### src/rtl/video_line_wr_ctrl_if.sv
// SDRAM controller write-port bundle: request/acknowledge handshake plus burst descriptor and data.
// The line writer drives the master side; the SDRAM controller takes the slave side.
interface video_line_wr_ctrl_if #(
    parameter int unsigned DATA_W = 16,
    parameter int unsigned ADDR_W = 22,
    parameter int unsigned LEN_W  = 9
) ();

    logic              wr_req;
    logic              wr_ack;
    logic [DATA_W-1:0] burst_data;
    logic [LEN_W-1:0]  burst_length;
    logic [ADDR_W-1:0] burst_address;

    modport master (
        output wr_req,
        output burst_data,
        output burst_length,
        output burst_address,
        input  wr_ack
    );

    modport slave (
        input  wr_req,
        input  burst_data,
        input  burst_length,
        input  burst_address,
        output wr_ack
    );

endinterface

### src/rtl/video_line_wr_ctrl.sv
// Video-line writer: drains the capture FIFO into SDRAM as row-aligned bursts with frame-buffer rotation.
// Optional macro FIELD_INTERLEAVE_EN interleaves odd/even fields into one progressive frame.
module video_line_wr_ctrl #(
    parameter int unsigned DATA_W       = 16,
    parameter int unsigned ADDR_W       = 22,
    parameter int unsigned COL_W        = 8,
    parameter int unsigned LINE_PIX     = 720,
    parameter int unsigned BURST_MAX    = 256,
    parameter int unsigned FIFO_LVL_W   = 9,
    parameter int unsigned FRAME_BUFS   = 2,
    parameter int unsigned FRAME_ROW_SH = 11
) (
    input  logic                  clk,
    input  logic                  reset_n,
    input  logic                  vs_neg,
    input  logic                  vs,
    input  logic                  field,
    input  logic [FIFO_LVL_W-1:0] rdusedw_fifo,
    input  logic [DATA_W-1:0]     indata,
    output logic                  rd_en_fifo,
    video_line_wr_ctrl_if.master  wr_port,
    output logic [1:0]            wr_buf_idx,
    output logic                  frame_done
);

    localparam int unsigned BPL      = (LINE_PIX + BURST_MAX - 1) / BURST_MAX;
    localparam int unsigned LAST_LEN = LINE_PIX - (BPL - 1) * BURST_MAX;
    localparam int unsigned LEN_W    = $clog2(BURST_MAX + 1);
    localparam int unsigned ROW_W    = ADDR_W - COL_W;
    localparam int unsigned BIDX_W   = (BPL > 1) ? $clog2(BPL) : 1;
    localparam int unsigned CMP_W    = (FIFO_LVL_W > LEN_W) ? FIFO_LVL_W : LEN_W;

    typedef enum logic [1:0] {
        StIdle,
        StReq,
        StBurst,
        StDone
    } state_e;

    state_e             state_q, state_d;
    logic               wr_req_q, wr_req_d;
    logic [LEN_W-1:0]   len_q, len_d;
    logic [ADDR_W-1:0]  addr_q, addr_d;
    logic               flush_q, flush_d;
    logic [BIDX_W-1:0]  burst_idx_q, burst_idx_d;
    logic [ROW_W-1:0]   line_cnt_q, line_cnt_d;
    logic [1:0]         buf_q, buf_d;
    logic               frame_done_q, frame_done_d;
    logic               pend_q, pend_d;

    logic               close;
    logic [LEN_W-1:0]   need;
    logic               last_of_line;
    logic [ROW_W-1:0]   slot;
    logic [ROW_W-1:0]   row;
    logic [1:0]         buf_next;

`ifdef FIELD_INTERLEAVE_EN
    logic               pend_field_q, pend_field_d;
    logic               close_field;
`else
    logic               unused_field;
    assign unused_field = field;
`endif

    assign last_of_line = (burst_idx_q == BIDX_W'(BPL - 1));
    assign need         = last_of_line ? LEN_W'(LAST_LEN) : LEN_W'(BURST_MAX);
    assign buf_next     = (buf_q == 2'(FRAME_BUFS - 1)) ? 2'd0 : buf_q + 2'd1;

`ifdef FIELD_INTERLEAVE_EN
    assign slot = (line_cnt_q << 1) + ROW_W'(field);
`else
    assign slot = line_cnt_q;
`endif

    // Row arithmetic wraps modulo 2**ROW_W by construction.
    assign row = (ROW_W'(buf_q) << FRAME_ROW_SH) + slot * ROW_W'(BPL) + ROW_W'(burst_idx_q);

    always_comb begin
        state_d      = state_q;
        wr_req_d     = wr_req_q;
        len_d        = len_q;
        addr_d       = addr_q;
        flush_d      = flush_q;
        burst_idx_d  = burst_idx_q;
        line_cnt_d   = line_cnt_q;
        buf_d        = buf_q;
        frame_done_d = 1'b0;
        pend_d       = pend_q;
        close        = 1'b0;
`ifdef FIELD_INTERLEAVE_EN
        pend_field_d = pend_field_q;
        close_field  = field;
`endif

        unique case (state_q)
            StIdle: begin
                if (vs_neg) begin
                    close = 1'b1;
                end else if (CMP_W'(rdusedw_fifo) >= CMP_W'(need)) begin
                    state_d  = StReq;
                    wr_req_d = 1'b1;
                    len_d    = need;
                    flush_d  = 1'b0;
                    addr_d   = {row, {COL_W{1'b0}}};
                end else if (vs && (rdusedw_fifo != '0)) begin
                    // Level is below need here, so it always fits in LEN_W.
                    state_d  = StReq;
                    wr_req_d = 1'b1;
                    len_d    = LEN_W'(rdusedw_fifo);
                    flush_d  = 1'b1;
                    addr_d   = {row, {COL_W{1'b0}}};
                end
            end
            StReq: begin
                if (vs_neg) begin
                    state_d  = StIdle;
                    wr_req_d = 1'b0;
                    len_d    = '0;
                    close    = 1'b1;
                end else if (wr_port.wr_ack) begin
                    state_d  = StBurst;
                    wr_req_d = 1'b0;
                end
            end
            StBurst: begin
                // The controller is never cut mid-burst; remember vs_neg until DONE.
                if (vs_neg && !pend_q) begin
                    pend_d = 1'b1;
`ifdef FIELD_INTERLEAVE_EN
                    pend_field_d = field;
`endif
                end
                len_d = len_q - LEN_W'(1);
                if (len_q == LEN_W'(1)) begin
                    state_d = StDone;
                end
            end
            StDone: begin
                state_d = StIdle;
                if (!flush_q) begin
                    if (last_of_line) begin
                        burst_idx_d = '0;
                        line_cnt_d  = line_cnt_q + ROW_W'(1);
                    end else begin
                        burst_idx_d = burst_idx_q + BIDX_W'(1);
                    end
                end
                if (pend_q) begin
                    close  = 1'b1;
                    pend_d = 1'b0;
`ifdef FIELD_INTERLEAVE_EN
                    close_field = pend_field_q;
`endif
                end else if (vs_neg) begin
                    close = 1'b1;
                end
            end
            default: state_d = StIdle;
        endcase

`ifdef FIELD_INTERLEAVE_EN
        // Only the odd field completes a progressive frame.
        if (close && !close_field) begin
            line_cnt_d = '0;
        end else if (close) begin
            burst_idx_d  = '0;
            line_cnt_d   = '0;
            frame_done_d = 1'b1;
            buf_d        = buf_next;
        end
`else
        if (close) begin
            burst_idx_d  = '0;
            line_cnt_d   = '0;
            frame_done_d = 1'b1;
            buf_d        = buf_next;
        end
`endif
    end

    always_ff @(posedge clk or negedge reset_n) begin
        if (!reset_n) begin
            state_q      <= StIdle;
            wr_req_q     <= 1'b0;
            len_q        <= '0;
            addr_q       <= '0;
            flush_q      <= 1'b0;
            burst_idx_q  <= '0;
            line_cnt_q   <= '0;
            buf_q        <= '0;
            frame_done_q <= 1'b0;
            pend_q       <= 1'b0;
        end else begin
            state_q      <= state_d;
            wr_req_q     <= wr_req_d;
            len_q        <= len_d;
            addr_q       <= addr_d;
            flush_q      <= flush_d;
            burst_idx_q  <= burst_idx_d;
            line_cnt_q   <= line_cnt_d;
            buf_q        <= buf_d;
            frame_done_q <= frame_done_d;
            pend_q       <= pend_d;
        end
    end

`ifdef FIELD_INTERLEAVE_EN
    always_ff @(posedge clk or negedge reset_n) begin
        if (!reset_n) begin
            pend_field_q <= 1'b0;
        end else begin
            pend_field_q <= pend_field_d;
        end
    end
`endif

    assign rd_en_fifo            = (state_q == StBurst);
    assign wr_port.wr_req        = wr_req_q;
    assign wr_port.burst_data    = indata;
    assign wr_port.burst_length  = len_q;
    assign wr_port.burst_address = addr_q;
    assign wr_buf_idx            = buf_q;
    assign frame_done            = frame_done_q;

endmodule
### src/flat_wrapper.sv
// flat-port wrapper written by rule: the top's interface ports become plain ports
module video_line_wr_ctrl_flat 
#(
    parameter int unsigned DATA_W       = 16,
    parameter int unsigned ADDR_W       = 22,
    parameter int unsigned COL_W        = 8,
    parameter int unsigned LINE_PIX     = 720,
    parameter int unsigned BURST_MAX    = 256,
    parameter int unsigned FIFO_LVL_W   = 9,
    parameter int unsigned FRAME_BUFS   = 2,
    parameter int unsigned FRAME_ROW_SH = 11
)
  (clk, reset_n, vs_neg, vs, field, rdusedw_fifo, indata, rd_en_fifo, wr_buf_idx, frame_done, wr_port_wr_req, wr_port_burst_data, wr_port_burst_length, wr_port_burst_address, wr_port_wr_ack);
  video_line_wr_ctrl_if #(.DATA_W(DATA_W), .ADDR_W(ADDR_W)) wr_port_i ();
  input  logic clk;
  input  logic reset_n;
  input  logic vs_neg;
  input  logic vs;
  input  logic field;
  input  logic [FIFO_LVL_W-1:0] rdusedw_fifo;
  input  logic [DATA_W-1:0] indata;
  output logic rd_en_fifo;
  output logic [1:0] wr_buf_idx;
  output logic frame_done;
  output wire logic [$bits(wr_port_i.wr_req)-1:0] wr_port_wr_req;
  output wire logic [$bits(wr_port_i.burst_data)-1:0] wr_port_burst_data;
  output wire logic [$bits(wr_port_i.burst_length)-1:0] wr_port_burst_length;
  output wire logic [$bits(wr_port_i.burst_address)-1:0] wr_port_burst_address;
  input wire logic [$bits(wr_port_i.wr_ack)-1:0] wr_port_wr_ack;
  assign wr_port_wr_req = wr_port_i.wr_req;
  assign wr_port_burst_data = wr_port_i.burst_data;
  assign wr_port_burst_length = wr_port_i.burst_length;
  assign wr_port_burst_address = wr_port_i.burst_address;
  assign wr_port_i.wr_ack = wr_port_wr_ack;
  video_line_wr_ctrl #(.DATA_W(DATA_W), .ADDR_W(ADDR_W), .COL_W(COL_W), .LINE_PIX(LINE_PIX), .BURST_MAX(BURST_MAX), .FIFO_LVL_W(FIFO_LVL_W), .FRAME_BUFS(FRAME_BUFS), .FRAME_ROW_SH(FRAME_ROW_SH)) u_core (.clk(clk), .reset_n(reset_n), .vs_neg(vs_neg), .vs(vs), .field(field), .rdusedw_fifo(rdusedw_fifo), .indata(indata), .rd_en_fifo(rd_en_fifo), .wr_port(wr_port_i), .wr_buf_idx(wr_buf_idx), .frame_done(frame_done));
endmodule
### config.mk
export PLATFORM = sky130hd
export DESIGN_NAME = video_line_wr_ctrl_flat
export DESIGN_NICKNAME = d
export VERILOG_FILES = /design/src/rtl/video_line_wr_ctrl_if.sv /design/src/rtl/video_line_wr_ctrl.sv /design/src/flat_wrapper.sv
export SDC_FILE = /design/constraint.sdc
export NUM_CORES = 1
export LEC_CHECK = 0
export BUFFER_PORTS_ARGS = -buffer_cell sky130_fd_sc_hd__buf_2
export CAP_MARGIN = 10
export CELL_PAD_IN_SITES_DETAIL_PLACEMENT = 0
export CELL_PAD_IN_SITES_GLOBAL_PLACEMENT = 1
export CORE_ASPECT_RATIO = 1.75
export CORE_MARGIN = 8
export CORE_UTILIZATION = 40
export CTS_BUF_LIST = sky130_fd_sc_hd__clkbuf_2 sky130_fd_sc_hd__clkbuf_4 sky130_fd_sc_hd__clkbuf_8
export CTS_CLUSTER_DIAMETER = 150
export CTS_CLUSTER_SIZE = 14
export DETAILED_ROUTE_END_ITERATION = 6
export GPL_ROUTABILITY_DRIVEN = 0
export GPL_TIMING_DRIVEN = 0
export PLACE_DENSITY = 0.76
export SLEW_MARGIN = 20
export SYNTH_ARGS = -nofsm -noshare
export SYNTH_HDL_FRONTEND = slang
export SYNTH_SLANG_ARGS = --single-unit
### constraint.sdc
create_clock -name clk -period 3.3 [get_ports clk]
set_input_delay 0.495 -clock clk [delete_from_list [all_inputs] [get_ports clk]]
set_output_delay 0.495 -clock clk [all_outputs]
set_load 0.01 [all_outputs]
==> impl_metrics.json <==
{
  "worstPathArrival_ps": 3210,
  "h-tree-depth": 2,
  "finalCriticalPeriod_ps": 3010,
  "path_class": "reg2reg",
  "cp_slowest_cell": "dfrtp_1",
  "ys.flop_type": "dfrtp_1",
  "netlist_area_mm2": 0.00354,
  "vias": 3008,
  "worstPathCellList": "nand2b_1, inv_1, ha_1, a211oi_1, o211a_1, o22ai_2, o21ai_2, buf_2, mux2_2",
  "grt_pass1_wl_mm": 15.2,
  "synth_fa_ha_area_share_pct": 14.6,
  "fin_tns_setup_ps": 0,
  "finalHoldViolCount": 0,
  "cp-start-kind": "flop",
  "synth_compound_area_share_pct": 22.6,
  "cp.required_ps": 3500,
  "synth_top_family_by_area": "compound AO/OA/AOI/OAI gates",
  "die_area_mm2": 0.0122,
  "cts_sinks": 47,
  "clk_pin_slew_ps": 90,
  "overflow": 0,
  "critPathTopFamily": "compound AO/OA/AOI/OAI gates",
  "worst_pin_slew_ps": 691,
  "pwr_density_cell_mw_per_mm2": 595,
  "finalPower_mw": 2.44,
  "yosysUniqueCellTypes": 59,
  "power_leakage_nw": 2.10,
  "grtUsageTotal_pct": 15.8,
  "yosys_warnings": 0,
  "first_iter_violations": 90,
  "synth.area.mux_share_pct": 4.99,
  "wl_mm": 9.51,
  "yosys.area_share.xor_xnor_pct": 4.70,
  "area.growth.synth_to_final_pct": 15.6,
  "synth_edf_count": 0,
  "grt_setup_unrepaired": "false",
  "fillCellCount": 856,
  "critPathBufInv": 2,
  "cts_made_buffers": 5,
  "drt-pass1-iter-count": 4,
  "stdcell_area_mm2": 0.00409,
  "netlist_instances": 369,
  "async_reset_ff_share_pct": 100,
  "drive_gt1_share_pct": 25.9,
  "start_util_pct": 41.1,
  "drtAntennaViolNets": 0,
  "status": "complete, no violations",
  "slew_headroom_pct": 53.7,
  "ys_ff_latch": 47,
  "die_height_um": 140,
  "synth-simple-area-share_pct": 12.4,
  "final_nets": 510,
  "via_per_inst": 5.40,
  "hpwl_mm": 7.62,
  "portBuffers": 57,
  "maxCapViolCount": 0,
  "num_rows": 45,
  "ys_seq_area_share_pct": 33.3,
  "diodes": 0,
  "finalNonFillerCells": 557,
  "max-clock-path-buffers": 2,
  "placed_cell_area_mm2": 0.00400,
  "worst-path-max-fanout": 10,
  "io_pins": 83,
  "syn_avg_cell_area_um2": 9.59,
  "worstSetupEndpointType": "flop",
  "dp.cells": 550,
  "peakVddDrop_v": 0.000211,
  "clk_latency_ps": 320,
  "tritoncts": "done",
  "crit_path_max_incr_delay_ps": 420,
  "fmax_mhz": 332,
  "dieWidth_um": 87.1,
  "hold_class": "in2async",
  "fin_skew_ps": 8.45,
  "antenna_found_initial": 0,
  "wl_per_cell_um": 17.1,
  "drc": 0,
  "grt_max_degree": 48,
  "finalSetupViolations": 0,
  "final-max-slew-violation-count": 0,
  "post-route-period-util_pct": 91.4,
  "core_area_mm2": 0.00861,
  "root_buffer": "clkbuf_8",
  "grt_pass1_vias": 3188
}
-- worst paths after layout --
| path | startpoint | endpoint | slack [ps] | depth (start not counted) |
|---|---|---|---|---|
| setup / recovery | u_core.burst_idx_q[0]$_DFFE_PN0P_ | u_core.wr_port.burst_address[19]$_DFFE_PN0P_ | 290 | 9 |
| setup reg to reg | u_core.burst_idx_q[0]$_DFFE_PN0P_ | u_core.wr_port.burst_address[19]$_DFFE_PN0P_ | 290 | 9 |
| hold / removal | reset_n | u_core.pend_q$_DFFE_PN0P_ | 190 | 1 |
| min in group clk | rdusedw_fifo[3] | u_core.wr_port.burst_length[3]$_DFFE_PN0P_ | 470 | 3 |
| hold reg to reg | u_core.wr_port.burst_address[17]$_DFFE_PN0P_ | u_core.wr_port.burst_address[17]$_DFFE_PN0P_ | 510 | 1 |
| max in group asynchronous | reset_n | u_core.wr_port.burst_address[8]$_DFFE_PN0P_ | 2660 | 1 |
-- Yosys cell counts (3+ instances only) --
library cell  instances  area [µm²]
dfrtp_1              47        1180
ha_1                 35         438
nor2_1               25        93.8
o21ai_0              25         125
a21oi_1              24         120
buf_4                24         180
nand2_1              16        60.1
inv_1                15        56.3
mux2_2               13         146
xnor2_1              12         105
o31ai_1              10        75.1
a211oi_1              8        60.1
nand3_1               8        40.0
o211ai_1              7        52.6
xor2_1                7        61.3
a21o_1                6        45.0
a31oi_1               6        37.5
nand2b_1              5        31.3
nor3_1                5        25.0
or3_1                 5        31.3
and3_1                4        25.0
fa_1                  4        80.1
nor2b_1               4        25.0
a22oi_1               3        22.5
mux2i_1               3        30.0
or4_1                 3        22.5
-- worst register-to-register path, stage by stage (launching register included) --
cell	delay, ps
dfrtp_1	420
nand2b_1	240
inv_1	190
ha_1	290
a211oi_1	350
o211a_1	230
o22ai_2	140
o21ai_2	360
buf_2	300
mux2_2	370
-- sequential cells by signal, indices dropped and copies added, names as in the netlist, named ones only --
register                      cells
u_core.burst_idx_q                2
u_core.flush_q                    1
u_core.frame_done                 1
u_core.line_cnt_q                14
u_core.pend_q                     1
u_core.state_q                    1
u_core.wr_buf_idx                 2
u_core.wr_port.burst_address     14
u_core.wr_port.burst_length       9
u_core.wr_port.wr_req             1
-- metal layers --
metal  global-route usage, %  share of wire [%]  wire (µm)  vias to the layer above
li1                        -                  -          -                     1481
met1                    14.6                 34       3270                     1434
met2                    31.0                 58       5470                       75
met3                    3.05                5.0        479                       18
met4                    7.95                3.0        290                        0
met5                       0                  0          0                        -
-- placed cells by master (no fill, tap or decap), types with 10 or more instances in the layout --
cell     Yosys  layout
ha_1        35      35
dfrtp_1     47      47
xnor2_1     12      12
inv_1       15      15
a21oi_1     24      24
buf_2        2      58
nor2_1      25      25
o31ai_1     10      10
nand2_1     16      16
mux2_2      13      13
buf_4       24      25
o21ai_0     25      25
-- power by group --
part,total [mW],internal [mW],switching (mW)
combinational,1.20,0.473,0.732
sequential,0.857,0.712,0.145
clock,0.374,0.165,0.209
-- stage by stage --
stage          setup WS (ps)  utilization (%)  hold slack (ps)
6_report                 285             47.5              187
5_1_grt                 66.8             47.5              250
4_1_cts                  194             47.4              430
3_5_place_dp             223             46.4              493
3_3_place_gp             262             46.4              484
2_1_floorplan            627                -              199
-- final cells by class --
cell class	instances	area, µm²	area share (%)
Multi-Input combinational cell	285	2130	52.2
Sequential cell	47	1180	28.8
Timing Repair Buffer	57	288	7.04
Buffer	28	198	4.83
Tap cell	117	146	3.58
Clock buffer	6	82.6	2.02
Inverter	16	60.1	1.47
Clock inverter	1	5.00	0.122
-- kinds of logic after synthesis --
family                   Yosys count
AO/OA/AOI/OAI                    117
adder cells (fa/ha/maj)           39
buffers and inverters             44
other                              1
flip-flops                        47
XOR/XNOR                          19
AND/OR/NAND/NOR                   86
multiplexers                      16
-- what timing repair did --
| action | in CTS | in global routing |
|---|---|---|
| gates resized for setup | 0 | 1 |
| buffers inserted | 0 | 0 |
| endpoints found under the setup margin | 0 | 4 |
| hold buffers | 0 | 0 |
Power figures use the tool's default switching activity.
